### config.mk
export PLATFORM = sky130hd
export DESIGN_NAME = pc_fetch_ctrl
export DESIGN_NICKNAME = d
export VERILOG_FILES = /design/src/rtl/pc_fetch_ctrl_pkg.sv /design/src/rtl/pc_fetch_ctrl_sat_counter.sv /design/src/rtl/pc_fetch_ctrl.sv
export SDC_FILE = /design/constraint.sdc
export NUM_CORES = 1
export LEC_CHECK = 0
export CORE_UTILIZATION = 38
export CTS_CLUSTER_DIAMETER = 80
export DETAILED_ROUTE_END_ITERATION = 12
export GPL_TIMING_DRIVEN = 1
export PLACE_DENSITY_LB_ADDON = 0.1
export REMOVE_ABC_BUFFERS = 1
export SLEW_MARGIN = 25
export SYNTH_ARGS = -nofsm -noshare
export SYNTH_HDL_FRONTEND = slang
export SYNTH_HIERARCHICAL = 1
export SYNTH_SLANG_ARGS = --single-unit
### constraint.sdc
create_clock -name clk -period 1.96 [get_ports clk]
set_input_delay 0.588 -clock clk [delete_from_list [all_inputs] [get_ports clk]]
set_output_delay 0.588 -clock clk [all_outputs]
set_load 0.1 [all_outputs]
### src/rtl/pc_fetch_ctrl_pkg.sv
// Shared types and widths for the PC fetch sequencer.
package pc_pkg;
    localparam int PC_W   = 12;
    localparam int KEY_W  = 5;
    localparam int PROG_W = 2;

    localparam logic [PROG_W-1:0] PROG_NONE = 2'b00;

    typedef enum logic [1:0] {
        IDLE = 2'd0,
        RUN  = 2'd1,
        DONE = 2'd2
    } pc_state_e;
endpackage

### src/rtl/pc_fetch_ctrl_sat_counter.sv
// Saturating up-counter with synchronous clear; clear wins over increment.
module sat_counter #(
    parameter int CNT_W = 16
) (
    input  logic             clk,
    input  logic             reset,
    input  logic             clr,
    input  logic             inc,
    output logic [CNT_W-1:0] cnt
);
    always_ff @(posedge clk) begin
        if (reset || clr)
            cnt <= '0;
        else if (inc && (cnt != '1))
            cnt <= cnt + CNT_W'(1);
    end
endmodule

### src/rtl/pc_fetch_ctrl.sv
// Program-counter sequencer driving branch_lut lookups on taken branches.
// Define PC_PERF_CNT_EN to enable the RUN-cycle and branch performance counters.
module pc_fetch_ctrl #(
    parameter int PC_W   = pc_pkg::PC_W,
    parameter int KEY_W  = pc_pkg::KEY_W,
    parameter int PROG_W = pc_pkg::PROG_W,
    parameter int CNT_W  = 16
) (
    input  logic              clk,
    input  logic              reset,
    input  logic              start,
    input  logic [PROG_W-1:0] prog_sel,
    input  logic              branch,
    input  logic [KEY_W-1:0]  branch_key,
    input  logic              halt,
    input  logic [PC_W-1:0]   lut_pos,
    output logic              lut_en,
    output logic [PROG_W-1:0] lut_prog,
    output logic [KEY_W-1:0]  lut_key,
    output logic [PC_W-1:0]   pc,
    output logic              running,
    output logic              done,
    output logic              overflow,
    output logic [CNT_W-1:0]  cycle_cnt,
    output logic [CNT_W-1:0]  branch_cnt
);
    import pc_pkg::*;

    pc_state_e         state, state_n;
    logic [PC_W-1:0]   pc_n;
    logic [PROG_W-1:0] prog_n;
    logic              ovf_n;
    logic              accept;

    // A start is only honoured outside RUN and with a real program number.
    assign accept = start && (prog_sel != PROG_NONE) && (state != RUN);

    always_ff @(posedge clk) begin
        if (reset) begin
            state    <= IDLE;
            pc       <= '0;
            lut_prog <= '0;
            overflow <= 1'b0;
        end else begin
            state    <= state_n;
            pc       <= pc_n;
            lut_prog <= prog_n;
            overflow <= ovf_n;
        end
    end

    always_comb begin
        state_n = state;
        pc_n    = pc;
        prog_n  = lut_prog;
        ovf_n   = overflow;
        case (state)
            IDLE, DONE: begin
                if (accept) begin
                    state_n = RUN;
                    pc_n    = '0;
                    prog_n  = prog_sel;
                    ovf_n   = 1'b0;
                end
            end
            RUN: begin
                if (halt) begin
                    state_n = DONE;
                end else if (branch) begin
                    pc_n = lut_pos;
                end else if (pc == '1) begin
                    // Fell off the end of the address space without a DONE.
                    ovf_n   = 1'b1;
                    state_n = DONE;
                end else begin
                    pc_n = pc + PC_W'(1);
                end
            end
            default: state_n = IDLE;
        endcase
    end

    assign lut_en  = (state == RUN) && branch && !halt;
    assign lut_key = lut_en ? branch_key : '0;
    assign running = (state == RUN);
    assign done    = (state == DONE);

`ifdef PC_PERF_CNT_EN
    sat_counter #(.CNT_W(CNT_W)) u_cycle_cnt (
        .clk   (clk),
        .reset (reset),
        .clr   (accept),
        .inc   (running),
        .cnt   (cycle_cnt)
    );

    sat_counter #(.CNT_W(CNT_W)) u_branch_cnt (
        .clk   (clk),
        .reset (reset),
        .clr   (accept),
        .inc   (lut_en),
        .cnt   (branch_cnt)
    );
`else
    assign cycle_cnt  = '0;
    assign branch_cnt = '0;
`endif
endmodule
==> flow_metrics.env, run 1 <==
export IMPL_peakVddDrop_mv=0.344
export IMPL_final_net_count=281
export IMPL_rsz0062_at_grt="true"
export IMPL_r2r_end="pc[5]$_SDFFE_PP0P_"
export IMPL_cp_top_family="buffers and inverters"
export IMPL_post_route_util_pct=66.0
export IMPL_cpMaxStageDelayCell="clkdlybuf4s50_1"
export IMPL_synth_area_sq_um=1340
export IMPL_synth_cell_types=39
export IMPL_layout_drive_gt1_share_pct=29.8
export IMPL_place_area_sq_um=2130
export IMPL_required_ps=1370
export IMPL_rows=21
export IMPL_clkTransAtPathRegs_ps=100
export IMPL_wl_per_cell_um=12.4
export IMPL_final_cell_mix="32 x conb_1, 30 x buf_4, 25 x nand2_1, 24 x buf_12, 21 x clkdlybuf4s50_1"
export IMPL_firstDrtPassIters=4
export IMPL_grt_pass1_vias=1346
export IMPL_synth_edf_count=0
export IMPL_hold_depth=2
export IMPL_r2r_setup_slack_ps=200
export IMPL_leakagePower_nw=0.925
export IMPL_worst_setup_path_start_kind="input port"
export IMPL_post_dp_hpwl_mm=2.90
export IMPL_syn_mean_instance_area_sq_um=7.38
export IMPL_grt_use_total_pct=20.4
export IMPL_clock_latency_ps=280
export IMPL_cp_num_buf_inv=2
export IMPL_synth_flop_cell="dfxtp_1"
export IMPL_final_common_cell="conb_1"
export IMPL_crit_chain="clkdlybuf4s50_1 > and2_4 > buf_12"
export IMPL_synthCells=182
export IMPL_antenna_found_initial=0
export IMPL_layout_filler_cells=285
export IMPL_holdPathEnd="lut_prog[0]$_SDFFE_PP0P_"
export IMPL_cts_sinks=17
export IMPL_hp_class="reg2reg"
export IMPL_skew_ps=0.911
export IMPL_pwr_density_cell_nw_per_um2=534
export IMPL_hold_viol_final=0
export IMPL_grt_pass1_wl_mm=5.77
export IMPL_vias_per_cell=4.95
export IMPL_cts_buffers=3
export IMPL_ys_warn_count=6
export IMPL_start_util_pct=40.0
export IMPL_dp_cells=293
export IMPL_area_delta_synth_final_pct=65.2
export IMPL_cts_path_max_buffers=2
export IMPL_endpoint_kind="output port"
export IMPL_reg2reg_depth=6
export IMPL_worst_hold_slack_ps=531
export IMPL_reg2reg_from="state[1]$_SDFFE_PP0P_"
export IMPL_final_instance_count_excl_fill=301
export IMPL_fmax_ghz=0.506
export IMPL_die_w_um=61.5
export IMPL_crit_fanout=1
export IMPL_gp_congestion=0.843
export IMPL_drt_first_iter_violations=46
export IMPL_setup_ws_ps=-15.1
export IMPL_clockRootBuffer="clkbuf_4"
export IMPL_antenna_cells=0
export IMPL_num_io_pins=79
export IMPL_async_flop_share_pct=0
export IMPL_portBuffers=46
export IMPL_fp_dieArea_sq_um=3780
export IMPL_status="finished with violations"
export IMPL_drc=0
export IMPL_antenna_left=0
export IMPL_cp_arrival_ps=1390
export IMPL_cts_tree="built"
export IMPL_final_max_slew_viol_count=0
export IMPL_htree_levels=1
export IMPL_wirelength_mm=3.75
export IMPL_vias=1491
export IMPL_ys_seq_area_share_pct=25.3
export IMPL_core_region_area_sq_um=3360
export IMPL_design_area_sq_um=2220
export IMPL_post_route_min_period_ps=1980
export IMPL_grt_ovfl_total=0
export IMPL_critPathKind="in2out"
export IMPL_p_total_mw=1.18
export IMPL_post_place_ws_ps=-528
export IMPL_fin_crit_sh_pct=101
export IMPL_min_from="lut_prog[0]$_SDFFE_PP0P_"
export IMPL_grt_max_degree=24
export IMPL_violations="setup timing"
export IMPL_ys_ff_latch=17
export IMPL_cpPeakStageDelay_ps=480
export IMPL_cap_violations=0
export IMPL_timing_setup_tns_ps=-15.1
export IMPL_die_h_um=61.5
export IMPL_finalSetupViolCount=1
## tightest hold or removal path: stages (launching register included)
cell and delay (ps):
dfxtp_1 350, o21ai_0 80, a21oi_1 60
## metal layers
| layer | vias up | share of wire (%) | wire length [um] | global-route usage, % |
|---|---|---|---|---|
| met4 | 0 | 0.67 | 25 | 5.71 |
| met3 | 4 | 8.7 | 327 | 4.62 |
| met2 | 81 | 51 | 1920 | 37.0 |
| met1 | 674 | 39 | 1480 | 24.0 |
| li1 | 732 | - | - | - |
| met5 | - | 0 | 0 | 0 |
## area by class of cell
type	instances	area, sq um	area share, %
Clock buffer	4	26.3	1.18
Inverter	2	7.51	0.338
Multi-Input combinational cell	155	852	38.4
Sequential cell	17	345	15.6
Tap cell	46	57.6	2.59
Timing Repair Buffer	77	931	41.9
## sequential cells by signal (all words and copies together) (netlist names)
signal	cells
pc	12
lut_prog	2
state	2
overflow	1
## what timing repair did
item | in CTS | in global routing
hold endpoints to repair | 0 | 0
pin swaps | 4 | 7
buffers inserted | 2 | 2
hold buffers | 0 | 0
gates resized for setup | 18 | 4
cloned | 0 | 0
setup endpoints to repair | 18 | 9
## cells in the mapped netlist, types with 2 or more instances
cell type  count  area (sq um)
and2_1         5          31.3
inv_1          2          7.51
o22ai_1        2          12.5
nor2_1        13          48.8
dfxtp_1       17           340
buf_4         33           248
or3b_1         2          17.5
and4_1         2          17.5
o21ai_0       13          65.1
o31ai_1        4          30.0
a32o_1         2          20.0
nand4_1        3          18.8
nand2b_1       3          18.8
a21oi_1       18          90.1
nand2_1       26          97.6
nand3_1        5          25.0
nor4_1         2          12.5
clkbuf_1       3          11.3
and3_1         2          12.5
nor3_1         4          20.0
buf_6          3          33.8
## cells by family (layout without fill, tap and decap cells)
| family | Yosys count | after routing | synth area share [%] |
|---|---|---|---|
| fa+ha+maj | 1 | 1 | 0.931 |
| other cells | 1 | 32 | 0.279 |
| simple gates | 73 | 73 | 28.6 |
| compound gates | 48 | 48 | 21.7 |
| buf+inv | 41 | 83 | 22.3 |
| mux | 1 | 1 | 0.838 |
| flops | 17 | 17 | 25.3 |
## worst max-delay path by stage
stage,slack (ps),startpoint,end,cells after the start
final,-20,branch_key[4],lut_key[4],3
after floorplan,-2510,state[0]$_SDFFE_PP0P_,lut_key[0],5
after global placement,-500,branch,lut_key[1],5
after detailed placement,-530,branch,lut_key[1],5
after global routing,-60,state[0]$_SDFFE_PP0P_,lut_key[4],6
after CTS,4,branch_key[0],lut_key[0],3
## where the power goes
| group | switching (mW) | total [mW] | internal (mW) |
|---|---|---|---|
| logic | 0.466 | 0.630 | 0.164 |
| clock network | 0.110 | 0.189 | 0.0790 |
| registers | 0.00988 | 0.365 | 0.356 |
Note: power is estimated with default switching activity, not from simulation.
==> run 2, diff against run 1 <==
clock period = 2.15 ns   (was 1.96 ns; I/O delays follow)
==> run 2 against run 1 <==
The flow now finishes without violations. Sequential share of layout area grew 0.87 points. Combinational power decreased by 14%. Clock power shrank 5%. Routed wire length fell by 6.9%. Largest power group unchanged.
==> flow_metrics.env, run 2 (synthesis gave the netlist of run 1 again) <==
export IMPL_status="finished, final reports clean"
export IMPL_gp_congestion=0.803
export IMPL_worst_setup_path_start_kind="input port"
export IMPL_htree_levels=1
export IMPL_antenna_cells=0
export IMPL_endpoint_kind="output port"
export IMPL_cpMaxStageDelayCell="dlygate4sd2_1"
export IMPL_drc=0
export IMPL_crit_chain="dlygate4sd2_1 > nor2_4 > and2_4 > buf_12"
export IMPL_final_common_cell="conb_1"
export IMPL_startpoint="halt"
export IMPL_reg2reg_from="pc[0]$_SDFFE_PP0P_"
export IMPL_skew_ps=9.30
export IMPL_cts_sinks=17
export IMPL_final_max_slew_viol_count=0
export IMPL_timing_setup_tns_ps=0
export IMPL_grt_ovfl_total=0
export IMPL_post_dp_hpwl_mm=2.66
export IMPL_firstDrtPassIters=4
export IMPL_fin_crit_sh_pct=97.5
export IMPL_cp_arrival_ps=1450
export IMPL_pwr_share_comb_pct=51.2
export IMPL_grt_pass1_wl_mm=5.56
export IMPL_wl_per_cell_um=12.0
export IMPL_num_io_pins=79
export IMPL_vias_per_cell=4.88
export IMPL_core_region_area_sq_um=3360
export IMPL_cts_setup_buffers=0
export IMPL_layout_filler_cells=312
export IMPL_portBuffers=46
export IMPL_fmax_ghz=0.477
export IMPL_p_int_mw=0.527
export IMPL_crit_fanout=6
export IMPL_area_delta_synth_final_pct=54.7
export IMPL_cpPeakStageDelay_ps=270
export IMPL_switching_share_pct=50.3
export IMPL_layout_drive_gt1_share_pct=25.3
export IMPL_p_sw_mw=0.533
export IMPL_post_route_min_period_ps=2100
export IMPL_min_from="lut_prog[0]$_SDFFE_PP0P_"
export IMPL_die_h_um=61.5
export IMPL_worst_hold_slack_ps=498
export IMPL_finalSetupViolCount=0
export IMPL_rows=21
export IMPL_clkTransAtPathRegs_ps=110
export IMPL_pwr_density_cell_nw_per_um2=510
export IMPL_required_ps=1500
export IMPL_grt_pass1_vias=1246
export IMPL_design_area_sq_um=2080
export IMPL_top_register="pc"
export IMPL_clockRootBuffer="clkbuf_4"
export IMPL_fp_dieArea_sq_um=3780
export IMPL_antenna_found_initial=0
export IMPL_antenna_left=0
export IMPL_cap_violations=0
export IMPL_cts_tree="built"
export IMPL_die_w_um=61.5
export IMPL_drt_first_iter_violations=55
export IMPL_start_util_pct=40.0
export IMPL_wirelength_mm=3.49
export IMPL_peakVddDrop_mv=0.318
export IMPL_grt_max_degree=28
export IMPL_clockPowerShare_pct=17.0
export IMPL_final_cell_mix="32 x conb_1, 25 x nand2_1, 24 x buf_4, 21 x clkdlybuf4s50_1, 20 x buf_12"
export IMPL_clock_latency_ps=300
export IMPL_grt_use_total_pct=20.1
export IMPL_cts_path_max_buffers=2
export IMPL_hp_class="reg2reg"
export IMPL_rsz0062_at_grt="false"
export IMPL_place_area_sq_um=2040
export IMPL_top_regs="pc: 12 flops, lut_prog: 2 flops, state: 2 flops"
export IMPL_post_route_util_pct=61.8
export IMPL_vias=1419
export IMPL_critPathKind="in2out"
export IMPL_leakagePower_nw=0.858
export IMPL_hold_viol_final=0
export IMPL_pwr_share_seq_pct=31.8
export IMPL_largest_reg_flops=12
export IMPL_final_net_count=271
export IMPL_cts_buffers=3
[run 2: path summary, 6_finish.rpt]
check | cells after the start | slack (ps) | end
worst max-delay path | 4 | 50 | lut_key[0]
worst min-delay path | 2 | 500 | lut_prog[0]$_SDFFE_PP0P_
worst max register to register | 6 | 270 | pc[5]$_SDFFE_PP0P_
worst min register to register | 2 | 500 | lut_prog[0]$_SDFFE_PP0P_
[run 2: worst max-delay path, delay by kind of cell]
family,cells,cell delay (ps)
and+or+nand+nor,2,360
buffers and inverters,2,440
[run 2: layout make-up]
| type | instances | area [sq um] | area share (%) |
|---|---|---|---|
| Inverter | 2 | 7.51 | 0.361 |
| Clock buffer | 4 | 26.3 | 1.26 |
| Tap cell | 46 | 57.6 | 2.77 |
| Multi-Input combinational cell | 155 | 842 | 40.5 |
| Timing Repair Buffer | 67 | 805 | 38.7 |
| Sequential cell | 17 | 342 | 16.4 |
[run 2: through the flow]
step / power (mW) / cells / setup slack (ps)
after floorplan: 0.732 / 174 / -2380
after global placement: 0.880 / 287 / -361
after detailed placement: 0.883 / 287 / -401
after CTS: 1.06 / 291 / 10.1
after global routing: 1.10 / 291 / 2.24
final: 1.06 / 291 / 54.7
[run 2: power by group through the flow]
stage | Combinational (mW) | Clock, mW | Sequential [mW]
2_1_floorplan | 0.336 | 0 | 0.396
3_5_place_dp | 0.539 | 0 | 0.344
4_1_cts | 0.543 | 0.184 | 0.336
6_report | 0.543 | 0.180 | 0.337
5_1_grt | 0.567 | 0.198 | 0.338
3_3_place_gp | 0.537 | 0 | 0.343
[run 2: what timing repair did]
action	4_1_cts	5_1_grt
pin swaps	1	2
setup endpoints to repair	12	6
resized for setup	11	2
hold buffers	0	0
[run 2: routing by layer]
layer	track usage (%)	wire, um	up-vias
li1	-	-	709
met1	25.7	1570	641
met2	32.6	1660	65
met3	4.20	233	4
met4	8.57	29	0
met5	0	0	-
==> run 3, diff against run 2 <==
ABC_CLOCK_PERIOD_IN_PS = 2150   (was default)
CORE_MARGIN = 5   (was default)
PLACE_DENSITY = 0.81   (was default)
PLACE_DENSITY_LB_ADDON = default   (was 0.1)
==> run 3 against run 2 <==
First-iteration DRC count is 58% higher. Largest power group unchanged. Setup slack better by 5.9 ps. Combinational power is 2% higher. Critical endpoint unchanged. Register-to-register slack worse by 20 ps. Clock skew is 6.4 ps lower. Design area is 2.8% higher. Total power is 0.77% higher. Sequential power hardly changed. Clock power hardly changed. Via count is 5.4% higher.
==> flow_metrics.env, run 3 (synthesis gave the netlist of run 1 again) <==
export IMPL_worst_setup_path_start_kind="input port"
export IMPL_portBuffers=46
export IMPL_cts_buffers=3
export IMPL_cts_path_max_buffers=2
export IMPL_clockRootBuffer="clkbuf_4"
export IMPL_antenna_found_initial=0
export IMPL_fmax_ghz=0.479
export IMPL_endpoint_kind="output port"
export IMPL_drc=0
export IMPL_dp_cells=290
export IMPL_gp_congestion=0.892
export IMPL_leakagePower_nw=0.884
export IMPL_peakVddDrop_mv=0.275
export IMPL_die_h_um=69.5
export IMPL_reg2reg_depth=8
export IMPL_start_util_pct=39.6
export IMPL_top_regs="pc: 12 flops, lut_prog: 2 flops, state: 2 flops"
export IMPL_final_instance_count_excl_fill=295
export IMPL_cp_arrival_ps=1440
export IMPL_core_region_area_sq_um=3390
export IMPL_crit_chain="clkdlybuf4s15_2 > nand2_1 > nor2_4 > and2_4 > buf_12"
export IMPL_antenna_left=0
export IMPL_pwr_density_cell_nw_per_um2=499
export IMPL_cts_hold_buf=0
export IMPL_top_register="pc"
export IMPL_worst_hold_slack_ps=492
export IMPL_tightestPinTransition_ps=597
export IMPL_grt_pass1_wl_mm=6.42
export IMPL_final_common_cell="conb_1"
export IMPL_critPathKind="in2out"
export IMPL_cts_sinks=17
export IMPL_crit_fanout=6
export IMPL_wl_per_cell_um=13.1
export IMPL_timing_setup_tns_ps=0
export IMPL_r2r_setup_slack_ps=250
export IMPL_final_max_slew_viol_count=0
export IMPL_holdPathEnd="lut_prog[0]$_SDFFE_PP0P_"
export IMPL_grt_max_degree=17
export IMPL_post_route_min_period_ps=2090
export IMPL_fin_crit_sh_pct=97.2
export IMPL_grt_use_total_pct=15.8
export IMPL_cts_tree="built"
export IMPL_p_total_mw=1.07
export IMPL_post_route_util_pct=63.1
export IMPL_fp_dieArea_sq_um=4830
export IMPL_final_cell_mix="32 x conb_1, 26 x nand2_1, 26 x buf_4, 22 x buf_12, 21 x clkdlybuf4s50_1"
export IMPL_cpPeakStageDelay_ps=220
export IMPL_hold_depth=2
export IMPL_vias_per_cell=5.07
export IMPL_drt_first_iter_violations=87
export IMPL_reg2reg_from="pc[0]$_SDFFE_PP0P_"
export IMPL_die_w_um=69.5
export IMPL_cap_violations=0
export IMPL_finalSetupViolCount=0
export IMPL_grt_ovfl_total=0
export IMPL_final_net_count=275
export IMPL_hold_viol_final=0
export IMPL_largest_reg_flops=12
export IMPL_firstDrtPassIters=4
export IMPL_status="finished, final reports clean"
export IMPL_post_dp_hpwl_mm=3.09
export IMPL_antenna_cells=0
export IMPL_rows=21
export IMPL_cpMaxStageDelayCell="clkdlybuf4s15_2"
export IMPL_required_ps=1500
export IMPL_skew_ps=2.88
export IMPL_vias=1495
export IMPL_design_area_sq_um=2140
export IMPL_setup_ws_ps=60.5
export IMPL_num_io_pins=79
export IMPL_clkTransAtPathRegs_ps=100
export IMPL_r2r_end="pc[8]$_SDFFE_PP0P_"
export IMPL_wirelength_mm=3.87
export IMPL_min_from="lut_prog[0]$_SDFFE_PP0P_"
export IMPL_place_area_sq_um=2080
export IMPL_area_delta_synth_final_pct=59.1
export IMPL_layout_drive_gt1_share_pct=26.1
export IMPL_clock_latency_ps=290
export IMPL_post_place_ws_ps=-396
export IMPL_hp_class="reg2reg"
export IMPL_slew_headroom_pct=60.1
export IMPL_htree_levels=1
export IMPL_grt_pass1_vias=1414
run 3: cell types whose count changed in the layout (fill, tap and decap cells not counted):
cell / delta
buf_12: +2
buf_4: +2
clkbuf_2: -1
clkdlybuf4s15_2: +1
nand2_1: +1
nand2_2: -1
run 3: repair_timing:
| action | CTS | global route |
|---|---|---|
| pin swaps | 1 | 2 |
| gates resized for setup | 11 | 1 |
| setup buffers | 0 | 1 |
| endpoints found under the setup margin | 14 | 6 |
run 3: area by class of cell:
type	count	area (sq um)
clock buffer	4	26.3
multi-input combinational	155	840
inverter	2	7.51
fill	298	1250
timing repair buffer	71	866
tap	46	57.6
sequential	17	342
run 3: worst max-delay path, delay by kind of cell:
kind	cells	cell delay, ps
buf+inv	2	380
simple gates	3	420
run 3: per-layer routing:
metal / GRT usage (%) / vias to the layer above / share of wire [%] / routed length (um)
met5: 0 / - / 0 / 0
met4: 4.12 / 0 / 1.1 / 44
li1: - / 716 / - / -
met1: 18.5 / 694 / 41 / 1580
met3: 5.65 / 7 / 10 / 403
met2: 27.0 / 78 / 48 / 1840
run 3: how the worst max path moves through the flow:
| stage | start | to | slack (ps) | depth (start not counted) |
|---|---|---|---|---|
| after floorplan | state[0]$_SDFFE_PP0P_ | lut_key[0] | -2380 | 5 |
| after global placement | branch | lut_key[2] | -360 | 5 |
| after detailed placement | branch | lut_key[0] | -400 | 5 |
| after CTS | branch | lut_key[0] | 40 | 5 |
| after global routing | state[0]$_SDFFE_PP0P_ | lut_key[2] | -2 | 6 |
| final | branch | lut_key[0] | 60 | 5 |
run 3: power by group:
| part | leakage, nW | switching, mW | internal [mW] |
|---|---|---|---|
| Clock | 0.0150 | 0.104 | 0.0722 |
| Combinational | 0.731 | 0.415 | 0.138 |
| Sequential | 0.138 | 0.0128 | 0.325 |
==> RTL edit (settings of run 2) <==
Change the parameter `CNT_W` from 16 to 20.
--- a/src/rtl/pc_fetch_ctrl.sv
+++ b/src/rtl/pc_fetch_ctrl.sv
@@ -6,3 +6,3 @@
     parameter int PROG_W = pc_pkg::PROG_W,
-    parameter int CNT_W  = 16
+    parameter int CNT_W  = 20
 ) (
Ports: changed (resized branch_cnt and cycle_cnt); port bits go from 79 to 87. The function was not compared with the original's and may differ.
==> RTL edit against run 2 <==
  * Power up 11%
  * Critical path type unchanged
  * Synthesized cell count up 4.4%
  * Sequential cell count unchanged
  * Routed wire length is 1.3% lower
  * Core utilization is 0.47 points higher
  * Area after synthesis rose by 4.5%
  * Setup slack better by 17 ps
  * Cell area grew 3.1%
==> RTL edit: results (changes against run 2) <==
STA:
- The final hold slack came to 479 ps (was 498 ps).
- The clock skew is 1.69 ps (was 9.30 ps).
- The worst setup slack after layout is 71.6 ps (was 54.7 ps).

Clock network:
- The clock transition time at the flip-flop clock pins of the worst setup and hold paths came to 60 ps (was 110 ps).

Logic synthesis:
- The sequential share of the synthesized area was 24.2% (was 25.3%).
- The cell count after synthesis is 190 (was 182).
- Biggest area contributors in the synthesized netlist: dfxtp_1 24%, buf_4 22%, nand2_1 7.0% (was dfxtp_1 25%, buf_4 18%, nand2_1 7.3%).
- The adder-cell share of the synthesized area came to 0.891% (was 0.931%).
- Top cells by instance count after synthesis: 41 x buf_4, 26 x nand2_1, 18 x a21oi_1 (was 33 x buf_4, 26 x nand2_1, 18 x a21oi_1).
- The fraction of synthesized area in multiplexers is 0.802% (was 0.838%).
- The post-synthesis compound-gate area fraction is 20.8% (was 21.7%).

Placed design:
- The post-detailed-placement half-perimeter wirelength is 2.71 mm (was 2.66 mm).
- The worst-case setup slack after placement came to -417 ps (was -401 ps).

Finish:
- The final core area utilization was 62.3% (was 61.8%).

Detailed routing:
- The average detailed-routed wire length per instance is 11.5 um (was 12.0 um).
- The vias per cell was 4.89 (was 4.88).
- The number of violations reported at the end of detailed-routing iteration 0 is 76 (was 55).

Critical path:
- The data arrival at the endpoint of the critical path was 1430 ps (was 1450 ps).
- The maximum fanout encountered on the critical timing path is 1 (was 6).
- The highest-delay cell along the critical path is clkdlybuf4s50_1 (was dlygate4sd2_1).

GRT:
- The via count of the first global-routing pass came to 1297 (was 1246).
- The total track usage came to 18.8% (was 20.1%).
- The global-route wire length before repair is 5.91 mm (was 5.56 mm).
- The maximum number of pins on one net before global-route repair is 20 (was 28).

Pwr:
- The leakage power total is 0.897 nW (was 0.858 nW).
- The clock group power is 244 uW (was 180 uW).
- The worst vdd rail ir drop came to 272 uV (was 318 uV).
- The relative contribution of combinational cells to total power is 50.8% (was 51.2%).
- The internal power component is 585 uW (was 527 uW).

Outcome:
- Run status: finished clean (unchanged).
RTL edit: cell count changes after synthesis:
cell   change
buf_4      +8
RTL edit: routing by layer:
| layer | global-route usage (%) | routed length [um] |
|---|---|---|
| met4 | 9.59 | 61 |
| met2 | 29.9 | 1620 |
| met3 | 3.28 | 291 |
| met1 | 24.3 | 1460 |
| met5 | 0 | 0 |
RTL edit: cell type report:
cell class	instances	share of cell area (%)
multi-input combinational	163	40.2
timing repair buffer	67	38.7
sequential	17	15.9
tap	46	2.68
clock buffer	4	2.10
inverter	2	0.350
RTL edit: worst register-to-register path: cells and delay by family, from the launching register on:
kind | cells | cell delay [ps]
flip-flops | 1 | 330
AO/OA/AOI/OAI | 1 | 60
AND/OR/NAND/NOR | 4 | 1180
adder cells (fa/ha/maj) | 1 | 210
RTL edit: timing repair:
action | 4_1_cts | 5_1_grt
setup endpoints to repair | 15 | 7
hold buffers | 0 | 0
endpoints found under the hold margin | 0 | 0
gates resized for setup | 9 | 3
pin swaps | 0 | 3
